File: src/rtl/monobit_pkg.sv
// Shared types and constants for the monobit entropy front end.
// FSM state encoding, default block length and counter sizing helper.
package monobit_pkg;

    typedef enum logic {
        IDLE    = 1'b0,
        COLLECT = 1'b1
    } fsm_t;

    localparam int BLOCK_LEN_DEF = 128;

    function automatic int cnt_width(input int len);
        return $clog2(len + 1);
    endfunction

endpackage

File: src/rtl/monobit_sync.sv
// Multi-flop synchroniser for one asynchronous input bit.
// Depth is SYNC_STAGES (2 or more); runs regardless of design enable.
module monobit_sync #(
    parameter int SYNC_STAGES = 2
) (
    input  logic clk,
    input  logic rst_n,
    input  logic d,
    output logic q
);

    logic [SYNC_STAGES-1:0] sync_q;
    logic [SYNC_STAGES-1:0] sync_d;

    always_comb begin
        sync_d = {sync_q[SYNC_STAGES-2:0], d};
    end

    always_ff @(posedge clk or negedge rst_n) begin
        if (!rst_n) begin
            sync_q <= '0;
        end else begin
            sync_q <= sync_d;
        end
    end

    assign q = sync_q[SYNC_STAGES-1];

endmodule

File: src/rtl/monobit_frontend.sv
// Entropy front end: synchronise raw bits, frame into blocks, valid/ready out.
// Define VON_NEUMANN_EN to insert a von Neumann debiaser before framing.
module monobit_frontend
    import monobit_pkg::*;
#(
    parameter int BLOCK_LEN   = BLOCK_LEN_DEF,
    parameter int SYNC_STAGES = 2
) (
    input  logic clk,
    input  logic rst_n,
    input  logic ena,
    input  logic raw_bit,
    input  logic sample_en,
    input  logic start,
    output logic bit_out,
    output logic bit_valid,
    input  logic bit_ready,
    output logic block_last,
    output logic busy,
    output logic overrun
);

    localparam int CW = cnt_width(BLOCK_LEN);
    localparam logic [CW-1:0] LEN_C = CW'(BLOCK_LEN);
    localparam logic [CW-1:0] ONE_C = CW'(1);

    logic s_raw;
    logic s_en;

    monobit_sync #(.SYNC_STAGES(SYNC_STAGES)) u_sync_raw (
        .clk   (clk),
        .rst_n (rst_n),
        .d     (raw_bit),
        .q     (s_raw)
    );

    monobit_sync #(.SYNC_STAGES(SYNC_STAGES)) u_sync_en (
        .clk   (clk),
        .rst_n (rst_n),
        .d     (sample_en),
        .q     (s_en)
    );

    fsm_t          state_q, state_d;
    logic [CW-1:0] cnt_q, cnt_d;
    logic          valid_q, valid_d;
    logic          bit_q, bit_d;
    logic          last_q, last_d;
    logic          ovr_q, ovr_d;
    logic          prev_q, prev_d;
    logic          samp_q, samp_d;
    logic          sbit_q, sbit_d;
`ifdef VON_NEUMANN_EN
    logic          pend_q, pend_d;
    logic          pbit_q, pbit_d;
`endif

    logic          accept;
    logic          produce;
    logic          prod_bit;
    logic [CW-1:0] cnt_inc;

    always_comb begin
        state_d  = state_q;
        cnt_d    = cnt_q;
        valid_d  = valid_q;
        bit_d    = bit_q;
        last_d   = last_q;
        ovr_d    = ovr_q;
        prev_d   = prev_q;
        samp_d   = samp_q;
        sbit_d   = sbit_q;
`ifdef VON_NEUMANN_EN
        pend_d   = pend_q;
        pbit_d   = pbit_q;
`endif
        accept   = valid_q & bit_ready;
        produce  = 1'b0;
        prod_bit = 1'b0;
        cnt_inc  = cnt_q + ONE_C;

        if (ena) begin
            // samp/sbit are registered so they stay paired with each other
            prev_d = s_en;
            samp_d = s_en & ~prev_q;
            sbit_d = s_raw;

            if (start) begin
                state_d = COLLECT;
                cnt_d   = '0;
                valid_d = 1'b0;
                bit_d   = 1'b0;
                last_d  = 1'b0;
                ovr_d   = 1'b0;
`ifdef VON_NEUMANN_EN
                pend_d  = 1'b0;
`endif
            end else begin
                if (accept) begin
                    valid_d = 1'b0;
                    if (last_q) begin
                        state_d = IDLE;
                    end
                end

                if (state_q == COLLECT && samp_q && cnt_q != LEN_C) begin
`ifdef VON_NEUMANN_EN
                    if (pend_q) begin
                        pend_d   = 1'b0;
                        produce  = pbit_q ^ sbit_q;
                        prod_bit = pbit_q;
                    end else begin
                        pend_d = 1'b1;
                        pbit_d = sbit_q;
                    end
`else
                    produce  = 1'b1;
                    prod_bit = sbit_q;
`endif
                end

                // One-entry buffer: refill on the accepting cycle, else drop
                if (produce) begin
                    if (!valid_q || accept) begin
                        valid_d = 1'b1;
                        bit_d   = prod_bit;
                        last_d  = (cnt_inc == LEN_C);
                        cnt_d   = cnt_inc;
                    end else begin
                        ovr_d = 1'b1;
                    end
                end
            end
        end
    end

    always_ff @(posedge clk or negedge rst_n) begin
        if (!rst_n) begin
            state_q <= IDLE;
            cnt_q   <= '0;
            valid_q <= 1'b0;
            bit_q   <= 1'b0;
            last_q  <= 1'b0;
            ovr_q   <= 1'b0;
            prev_q  <= 1'b0;
            samp_q  <= 1'b0;
            sbit_q  <= 1'b0;
`ifdef VON_NEUMANN_EN
            pend_q  <= 1'b0;
            pbit_q  <= 1'b0;
`endif
        end else begin
            state_q <= state_d;
            cnt_q   <= cnt_d;
            valid_q <= valid_d;
            bit_q   <= bit_d;
            last_q  <= last_d;
            ovr_q   <= ovr_d;
            prev_q  <= prev_d;
            samp_q  <= samp_d;
            sbit_q  <= sbit_d;
`ifdef VON_NEUMANN_EN
            pend_q  <= pend_d;
            pbit_q  <= pbit_d;
`endif
        end
    end

    assign bit_out    = bit_q;
    assign bit_valid  = valid_q;
    assign block_last = valid_q & last_q;
    assign busy       = (state_q == COLLECT);
    assign overrun    = ovr_q;

endmodule

File: config.mk
export PLATFORM = sky130hd
export DESIGN_NAME = monobit_frontend
export DESIGN_NICKNAME = d
export VERILOG_FILES = /design/src/rtl/monobit_pkg.sv /design/src/rtl/monobit_sync.sv /design/src/rtl/monobit_frontend.sv
export SDC_FILE = /design/constraint.sdc
export NUM_CORES = 1
export LEC_CHECK = 0
export ABC_AREA = 1
export BUFFER_PORTS_ARGS = -buffer_cell sky130_fd_sc_hd__buf_4
export CAP_MARGIN = 20
export CORE_ASPECT_RATIO = 1.4
export CORE_MARGIN = 2
export CORE_UTILIZATION = 40
export CTS_CLUSTER_DIAMETER = 40
export CTS_CLUSTER_SIZE = 40
export DETAILED_ROUTE_END_ITERATION = 6
export GPL_TIMING_DRIVEN = 0
export PLACE_DENSITY_LB_ADDON = 0.12
export SYNTH_ARGS = -nofsm -noshare
export SYNTH_HDL_FRONTEND = slang
export SYNTH_SLANG_ARGS = --single-unit
File: constraint.sdc
create_clock -name clk -period 4.01 [get_ports clk]
set_input_delay 0.2005 -clock clk [delete_from_list [all_inputs] [get_ports clk]]
set_output_delay 0.2005 -clock clk [all_outputs]
set_load 0.05 [all_outputs]
==> flow_summary.json, run 1 <==
{
  "fin_cells": 177,
  "postCtsSetupRepairBufs": 0,
  "arrival_ps": 1670,
  "n_antenna_cell": 0,
  "die-area_sq_um": 3059,
  "syn_nets": 133,
  "numPortBuffers": 10,
  "setup_viol": 0,
  "antenna_found_initial": 0,
  "critPathMaxFanout": 10,
  "peakVddDrop_mv": 0.2372,
  "cts_tree": "built",
  "grt_pass1_vias": 816,
  "slew_headroom_pct": 79.53,
  "drive_gt1_share_pct": 27.66,
  "die_h_microns": 64.65,
  "clk_pin_slew_ps": 110,
  "drc": 0,
  "layout_commonest_cell": "nand2_1",
  "fp.dieW_microns": 47.32,
  "nets": 151,
  "htree_levels": 1,
  "core_area_sq_um": 2560,
  "synth-seq-area-share_pct": 47.62,
  "run_status": "finished, final reports clean",
  "rows": 22,
  "synth.avg_cell_area_sq_um": 8.476,
  "grt.overflow.total": 0,
  "crit_path_end_kind": "flop",
  "drt_iter0_drc": 34,
  "syn2layout_area_growth_pct": 19.29,
  "netlist_area_sq_um": 1051,
  "wirelength_mm": 1.881,
  "ys_types": 22,
  "grt_max_degree": 21,
  "cts_resized": 0,
  "worstMarginPinSlew_ps": 306.0,
  "first_pass_iters": 4,
  "routedWlPerCell_microns": 10.63,
  "ys_ff_latch": 20,
  "power_leakage_uw": 0.0006061,
  "fin_skew_ps": 1.737,
  "drv_cap": 0,
  "dp_hpwl_mm": 1.442,
  "p_per_area_nw_per_um2": 355.2,
  "holdCritPathClass": "input pin to flop",
  "placedCellCount": 170,
  "fin_crit_sh_pct": 36.50,
  "finalInstanceArea_sq_um": 1254,
  "cts_buffers": 3,
  "cts_hold_buf": 3,
  "slew_viol_final": 0,
  "ant_nets": 0,
  "fmax_mhz": 683.2,
  "clock_sinks": 20,
  "start_util_pct": 41.06,
  "grt_use_total_pct": 14.96,
  "ys.warnings.count": 0,
  "rsz0062_at_grt": "false",
  "grt_pass1_wl_mm": 3.284,
  "criticalPathCategory": "flop to flop",
  "cts_max_path_buffers": 2,
  "pin_count": 12,
  "final-hold-violation-count": 0,
  "post_dp_cell_area_sq_um": 1171,
  "place_congestion": 0.8063,
  "finalSetupTns_ps": 0,
  "avgViaCountPerCell": 4.706,
  "required_ps": 4220,
  "netlist_instances": 124,
  "clk_latency_ps": 300,
  "most-common-layout-cells": "nand2_1 (39), dfrtp_1 (20), inv_1 (11), buf_4 (11)",
  "hold_ws_ps": 159.3,
  "cts_root_buf": "clkbuf_4",
  "vias": 833,
  "worst_setup_path_start_kind": "flop",
  "layout_min_cycle_time_ps": 1464
}
synthesized netlist by cell type:
cell type	count	area, sq um
o21ai_1	3	15.01
buf_4	1	7.510
ha_1	2	25.02
nor2_1	8	30.03
xor2_1	2	17.52
nand3_2	1	10.01
inv_4	1	6.260
nand2_2	3	18.77
nor2_2	2	12.51
nand3_1	8	40.04
dfrtp_1	20	500.5
nand2_1	39	146.4
nand4_1	2	12.51
inv_1	11	41.29
inv_2	4	15.01
a21oi_1	1	5.000
nand3_4	1	17.52
nor2_4	1	11.26
o21ai_2	8	70.07
buf_6	2	22.52
o21ai_0	3	15.01
nand2_4	1	11.26
routing by layer:
metal	GRT usage (%)	share of wire [%]	up-vias
met5	0	0	-
met4	8.333	2.0	0
met3	1.671	3.0	4
met2	25.34	52	17
met1	17.11	43	385
li1	-	-	427
per-stage QoR:
step                setup WS [ps]  power [uW]  utilization, %
detailed placement           2548       285.1           45.75
CTS                          2525       452.2           48.97
floorplan                    2496       264.1               -
global placement             2546       284.2           45.75
global route                 2412       470.5           48.97
finish                       2546       445.4           48.97
critical path, stage by stage (launching register included):
cell and delay (ps):
dfrtp_1 430, inv_1 120, ha_1 150, nand2_1 60
nor2_2 110, nand2_2 80, nand3_4 80, nand2_4 70
buf_6 160, nand2_2 60, o21ai_2 40
sequential cells by signal, indices dropped and copies added, names as in the netlist:
name / flops
cnt_q: 8
u_sync_en.sync_q: 2
u_sync_raw.sync_q: 2
bit_out: 1
bit_valid: 1
busy: 1
last_q: 1
overrun: 1
prev_q: 1
samp_q: 1
sbit_q: 1
layout make-up:
class                   count  area (sq um)
multi-input cells          85         457.9
flip-flops and latches     20         500.5
repair buffers             13         105.1
plain buffers               3         30.03
well taps                  36         45.04
clock buffers               3         22.52
clock inverters             1         30.03
inverters                  16         62.56
fillers                   255          1306
cells by family (layout without fill, tap and decap cells):
| group | Yosys count | after routing | share of synthesized area (%) |
|---|---|---|---|
| xor+xnor | 2 | 2 | 1.667 |
| fa+ha+maj | 2 | 2 | 2.381 |
| simple gates | 66 | 66 | 29.52 |
| compound gates | 15 | 15 | 9.999 |
| flops | 20 | 20 | 47.62 |
| buf+inv | 19 | 36 | 8.810 |
path summary, 6_finish.rpt:
kind | from | to | slack (ps) | depth (start not counted)
worst min-delay path | ena | sbit_q | 160 | 3
worst max-delay path | cnt_q[0] | cnt_q[5] | 2550 | 10
worst min register to register | u_sync_raw.sync_q[0] | u_sync_raw.sync_q[1] | 360 | 0
max in group asynchronous | rst_n | sbit_q | 3500 | 2
min in group asynchronous | rst_n | bit_valid | 300 | 2
worst max register to register | cnt_q[0] | cnt_q[5] | 2550 | 10
report_power, final:
group          total, uW  internal (uW)  switching [uW]
Sequential           219            212            7.34
Clock                163            101            62.2
Combinational       62.7           22.1            40.5
Total                445            335             110
No activity file was read; power rests on OpenSTA's default activity.
==> inputs of run 2 (changes only) <==
==> constraint.sdc (replaced) <==
create_clock -name clk -period 1.3 [get_ports clk]
set_input_delay 0.065 -clock clk [delete_from_list [all_inputs] [get_ports clk]]
set_output_delay 0.065 -clock clk [all_outputs]
set_load 0.05 [all_outputs]
==> run 2 against run 1 <==
The run now ends with setup timing left. Global-route usage rose by 2.3 points. Cell count rose by 6.2%. Register-to-register slack got worse by 2700 ps. First-iteration DRC count fell by 47%. Hold slack got worse by 120 ps. Utilization rose by 7.1 points. Clock skew rose by 2.6 ps. Maximum frequency rose by 4.0%. Clock power rose to 3.1 times the previous value. Largest cell class is now multi-input gates. Die area did not move. Wire length rose by 13%. Sequential share of layout area fell by 5.0 points.
==> flow_summary.json, run 2 (synthesis results as in run 1) <==
{
  "slew_headroom_pct": 81.79,
  "htree_levels": 1,
  "cts_root_buf": "clkbuf_4",
  "wirelength_mm": 2.124,
  "layout_min_cycle_time_ps": 1407,
  "holdCritPathClass": "input pin to flop",
  "clock_sinks": 20,
  "slew_viol_final": 0,
  "peakVddDrop_mv": 0.5526,
  "routedWlPerCell_microns": 11.30,
  "seq_area_sq_um": 501.7,
  "fmax_mhz": 710.7,
  "power_leakage_uw": 0.0006939,
  "avgViaCountPerCell": 4.686,
  "numPortBuffers": 10,
  "largest_reg_flops": 8,
  "core_area_sq_um": 2560,
  "critPathMaxFanout": 6,
  "criticalPathCategory": "flop to flop",
  "grt.overflow.total": 0,
  "setup_viol": 11,
  "drt_iter0_drc": 18,
  "arrival_ps": 1640,
  "largestRegisters": "cnt_q x8, u_sync_en.sync_q x2, u_sync_raw.sync_q x2",
  "n_antenna_cell": 0,
  "die_h_microns": 64.65,
  "fp.dieW_microns": 47.32,
  "worstMarginPinSlew_ps": 272.4,
  "die-area_sq_um": 3059,
  "cts_max_path_buffers": 2,
  "fin_cells": 188,
  "start_util_pct": 41.06,
  "antenna_found_initial": 0,
  "rsz0062_at_grt": "true",
  "fin_skew_ps": 4.363,
  "first_pass_iters": 6,
  "layout_commonest_cell": "nand2_1",
  "clk_pin_slew_ps": 120,
  "cts_tree": "built",
  "most-common-layout-cells": "nand2_1 (35), buf_4 (19), dfrtp_1 (19)",
  "hold_ws_ps": 36.59,
  "grt_max_degree": 21,
  "finalInstanceArea_sq_um": 1435,
  "vias": 881,
  "placedCellCount": 170,
  "required_ps": 1530,
  "power_uw": 1501,
  "fill_cells": 252,
  "rows": 22,
  "worst_slack_ps": -107.0,
  "run_status": "finished with violations",
  "grt_pass1_vias": 898,
  "final-hold-violation-count": 0,
  "grt_use_total_pct": 17.26,
  "syn2layout_area_growth_pct": 36.55,
  "violations": "setup timing",
  "drv_cap": 0,
  "clk_latency_ps": 290,
  "crit_path_end_kind": "flop",
  "p_per_area_nw_per_um2": 1046,
  "cts_buffers": 3,
  "drc": 0,
  "finalSetupTns_ps": -982.3,
  "ant_nets": 0,
  "regMostFlops": "cnt_q",
  "worst_setup_path_start_kind": "flop",
  "pin_count": 12,
  "place_congestion": 0.8190,
  "dp_hpwl_mm": 1.443,
  "fin_crit_sh_pct": 108.2,
  "grt_pass1_wl_mm": 3.884,
  "drive_gt1_share_pct": 40.79,
  "nets": 162,
  "multi_input_area_sq_um": 516.7,
  "post_dp_cell_area_sq_um": 1196
}
## run 2: cell types whose count changed in the layout (fill, tap and decap cells not counted), moves of 2 or more
cell / delta
inv_2: +2
inv_1: -3
nand2_2: +2
buf_4: +8
nand2_1: -4
nor2_4: +2
nor2_1: -2
ha_1: -2
## run 2: final timing paths
kind                                           start                   end  slack [ps]  depth (start not counted)
worst max-delay path                        cnt_q[0]              cnt_q[4]        -110                         10
worst min-delay path                             ena                sbit_q          40                          3
worst max register to register              cnt_q[0]              cnt_q[4]        -110                         10
worst min register to register  u_sync_raw.sync_q[0]  u_sync_raw.sync_q[1]         360                          0
max in group asynchronous                      rst_n             bit_valid         900                          2
min in group asynchronous                      rst_n              cnt_q[2]         170                          2
## run 2: metrics by stage
step	utilization (%)	setup WS, ps
floorplan	-	0.9047
global placement	46.73	-105.9
detailed placement	46.73	-105.9
CTS	54.11	-83.66
global route	56.06	-212.6
finish	56.06	-107.0
## run 2: routing by layer
layer	wire length [microns]	vias to the layer above	track usage (%)
met5	0	-	0
met4	17	0	5.208
met3	62	2	2.507
met2	1173	17	30.24
met1	870	417	20.57
li1	-	445	-
## run 2: area by class of cell
cell class | instances | share of cell area (%)
Buffer | 3 | 2.703
Clock buffer | 3 | 1.569
Clock inverter | 1 | 2.092
Inverter | 16 | 4.534
Multi-Input combinational cell | 85 | 36.01
Sequential cell | 20 | 34.96
Tap cell | 36 | 3.139
Timing Repair Buffer | 24 | 15.00
## run 2: report_power, final
| group | switching (uW) | leakage [uW] | internal [uW] |
|---|---|---|---|
| sequential | 21.7 | 0.000256 | 655 |
| clock | 191 | 0.0000279 | 311 |
| combinational | 170 | 0.000410 | 152 |
| total | 383 | 0.000694 | 1120 |
## run 2: what timing repair did
action                     4_1_cts  5_1_grt
pin swaps                        5        2
gates resized for setup          6        9
hold endpoints to repair        22        0
setup endpoints to repair       10       11
buffers inserted                 8        2
cloned                           1        0
hold buffers                     3        0
## run 2: critical path, cell delays in order (launching register included)
cell	delay, ps
dfrtp_1	390
inv_2	70
ha_4	150
nand2_2	60
nor2_2	40
nand2_2	90
nand3_4	100
buf_6	140
nor2_4	150
nand2_1	90
o21ai_2	60
==> inputs of run 3 (changes only) <==
--- a/config.mk
+++ b/config.mk
@@ -18,4 +18,6 @@
 export PLACE_DENSITY_LB_ADDON = 0.12
 export SYNTH_ARGS = -nofsm -noshare
 export SYNTH_HDL_FRONTEND = slang
+export SYNTH_HIERARCHICAL = 1
 export SYNTH_SLANG_ARGS = --single-unit
+export TNS_END_PERCENT = 10
==> run 3 against run 2 <==
The flow still finishes with violations (setup timing). Wire length increased by 5.2%. Worst setup slack improved by 10 ps. Power decreased by 17%. Synthesized cell count increased by 4.0%. Maximum frequency increased by 0.72%. Utilization decreased by 0.80 points. Non-clock buffer count decreased by 8. Largest power group unchanged.
==> flow_summary.json, run 3 <==
{
  "run_status": "finished with violations",
  "violations": "setup timing",
  "avgViaCountPerCell": 4.731,
  "grt_pass1_vias": 920,
  "setup_viol": 12,
  "largestRegisters": "cnt_q x8, u_sync_en/sync_q x2, u_sync_raw/sync_q x2",
  "most-common-layout-cells": "nand2_1 (42), dfrtp_1 (16), buf_4 (15)",
  "sw_frac_of_total_pct": 29.20,
  "dp_hpwl_mm": 1.579,
  "core_area_sq_um": 2391,
  "layout_commonest_cell": "nand2_1",
  "antenna_found_initial": 0,
  "worst_setup_path_start_kind": "flop",
  "slew_headroom_pct": 80.53,
  "synth_xor_area_share_pct": 0,
  "p_sw_uw": 362.8,
  "cts_buffers": 3,
  "ys_types": 20,
  "rsz0062_at_grt": "true",
  "cts_max_path_buffers": 2,
  "crit_path_end_kind": "flop",
  "synthSimpleGateAreaFrac_pct": 33.79,
  "syn_nets": 138,
  "n_antenna_cell": 0,
  "drive_gt1_share_pct": 31.58,
  "synth_largest_area_cell": "dfrtp_1",
  "htree_levels": 1,
  "die-area_sq_um": 2961,
  "grt_use_total_pct": 17.75,
  "fin_crit_sh_pct": 107.5,
  "fmax_mhz": 715.9,
  "grt_pass1_wl_mm": 3.801,
  "power_leakage_uw": 0.0006255,
  "final-hold-violation-count": 0,
  "cts_tree": "built",
  "synth_top_family_by_area": "simple AND/OR/NAND/NOR gates",
  "place_congestion": 0.8053,
  "intPower_uw": 879.7,
  "start_util_pct": 42.44,
  "first_pass_iters": 4,
  "drt_iter0_drc": 26,
  "nets": 162,
  "drc": 0,
  "arrival_ps": 1630,
  "synth_fa_ha_area_share_pct": 2.466,
  "synthFlopType": "dfrtp_1",
  "required_ps": 1530,
  "clock_sinks": 20,
  "synth_mux_area_share_pct": 0,
  "worst_slack_ps": -96.94,
  "fin_skew_ps": 8.851,
  "criticalPathCategory": "flop to flop",
  "p_per_area_nw_per_um2": 940.4,
  "layout_min_cycle_time_ps": 1397,
  "wirelength_mm": 2.235,
  "slew_viol_final": 0,
  "clkPwrFrac_pct": 24.6,
  "worstMarginPinSlew_ps": 291.3,
  "holdCritPathClass": "input pin to flop",
  "grt_max_degree": 21,
  "fp.dieW_microns": 46.57,
  "ant_nets": 0,
  "synth.most_common_cell": "nand2_1",
  "critPathMaxFanout": 8,
  "synth_top_area_share_pct": 49.32,
  "vias": 880,
  "synth_compound_area_share_pct": 7.522,
  "drv_cap": 0,
  "regMostFlops": "cnt_q",
  "synth.avg_cell_area_sq_um": 7.866,
  "pin_count": 12,
  "routedWlPerCell_microns": 12.02,
  "largest_reg_flops": 8,
  "peakVddDrop_mv": 0.6346,
  "die_h_microns": 63.60,
  "fin_util_pct": 55.26,
  "rows": 21,
  "grt.overflow.total": 0,
  "async_flop_share_pct": 100.0,
  "ys.warnings.count": 6,
  "clk_latency_ps": 300,
  "cts_root_buf": "clkbuf_4",
  "synth.area.top_cells": "dfrtp_1 (49%), nand2_1 (17%), inv_1 (5.5%)",
  "power_uw": 1242,
  "p_seq_share_pct": 55.3,
  "synth-seq-area-share_pct": 49.32,
  "synth_common_cells": "nand2_1 (47), dfrtp_1 (20), inv_1 (15)",
  "combPwrFrac_pct": 20.1,
  "syn2layout_area_growth_pct": 30.21,
  "clk_pin_slew_ps": 110,
  "ys_ff_latch": 20,
  "synth_edf_count": 0,
  "numPortBuffers": 11,
  "netlist_instances": 129,
  "netlist_area_sq_um": 1015
}
[run 3: path summary, 6_finish.rpt]
check / from / cells past startpoint / to / slack [ps]
setup / recovery: cnt_q[1] / 10 / cnt_q[7] / -100
min in group asynchronous: rst_n / 2 / cnt_q[4] / 160
hold reg to reg: u_sync_raw/sync_q[0] / 0 / u_sync_raw/sync_q[1] / 370
max in group asynchronous: rst_n / 2 / bit_valid / 920
hold / removal: ena / 3 / sbit_q / 30
setup reg to reg: cnt_q[1] / 10 / cnt_q[7] / -100
[run 3: area by class of cell]
| cell class | count | area (sq um) |
|---|---|---|
| flip-flops and latches | 20 | 505.5 |
| clock buffers | 4 | 26.28 |
| repair buffers | 19 | 152.6 |
| well taps | 34 | 42.54 |
| fillers | 223 | 1070 |
| inverters | 18 | 75.07 |
| multi-input cells | 91 | 519.2 |
[run 3: power groups by stage]
stage	clock, uW	sequential [uW]	combinational (uW)
floorplan	0	704	88.0
global placement	0	688	168
detailed placement	0	689	169
CTS	314	678	197
global route	338	692	278
finish	305	687	250
[run 3: per-stage QoR]
stage | instances | instance area (sq um) | hold WS [ps] | setup TNS [ps] | worst slack (ps)
after floorplan | 129 | 1016 | -230.6 | 0 | 13.95
after global placement | 174 | 1141 | -47.24 | -672.4 | -78.82
after detailed placement | 174 | 1141 | -43.13 | -956.0 | -105.2
after CTS | 184 | 1232 | 20.62 | -673.1 | -86.75
after global routing | 186 | 1321 | 39.74 | -2006 | -187.5
final | 186 | 1321 | 25.30 | -914.8 | -96.94
[run 3: cells by family after synthesis]
family / Yosys count
AOI/OAI and AO/OA: 14
adders and majority gates: 2
buffers and inverters: 18
DFF: 20
and+or+nand+nor: 75
[run 3: layer usage]
layer	track usage [%]	part of all wire, %	up-vias
li1	-	-	453
met1	20.48	39	407
met2	30.56	57	18
met3	2.006	2.5	2
met4	8.571	0.94	0
met5	0	0	-
[run 3: repair_timing]
action / in CTS / in global routing
setup endpoints to repair: 12 / 12
buffers inserted: 2 / 2
hold endpoints to repair: 23 / 0
pin swaps: 2 / 5
resized for setup: 5 / 19
hold buffers: 4 / 0
[run 3: worst max-delay path, cell delays in order, from the launching register on]
cell and delay, ps:
dfrtp_2 470, inv_2 100, ha_4 140, nand2_2 40, nor2_2 110, nand2_2 90, nand3_4 100, nand2_8 90
inv_8 80, nand2_1 40, o21ai_1 60
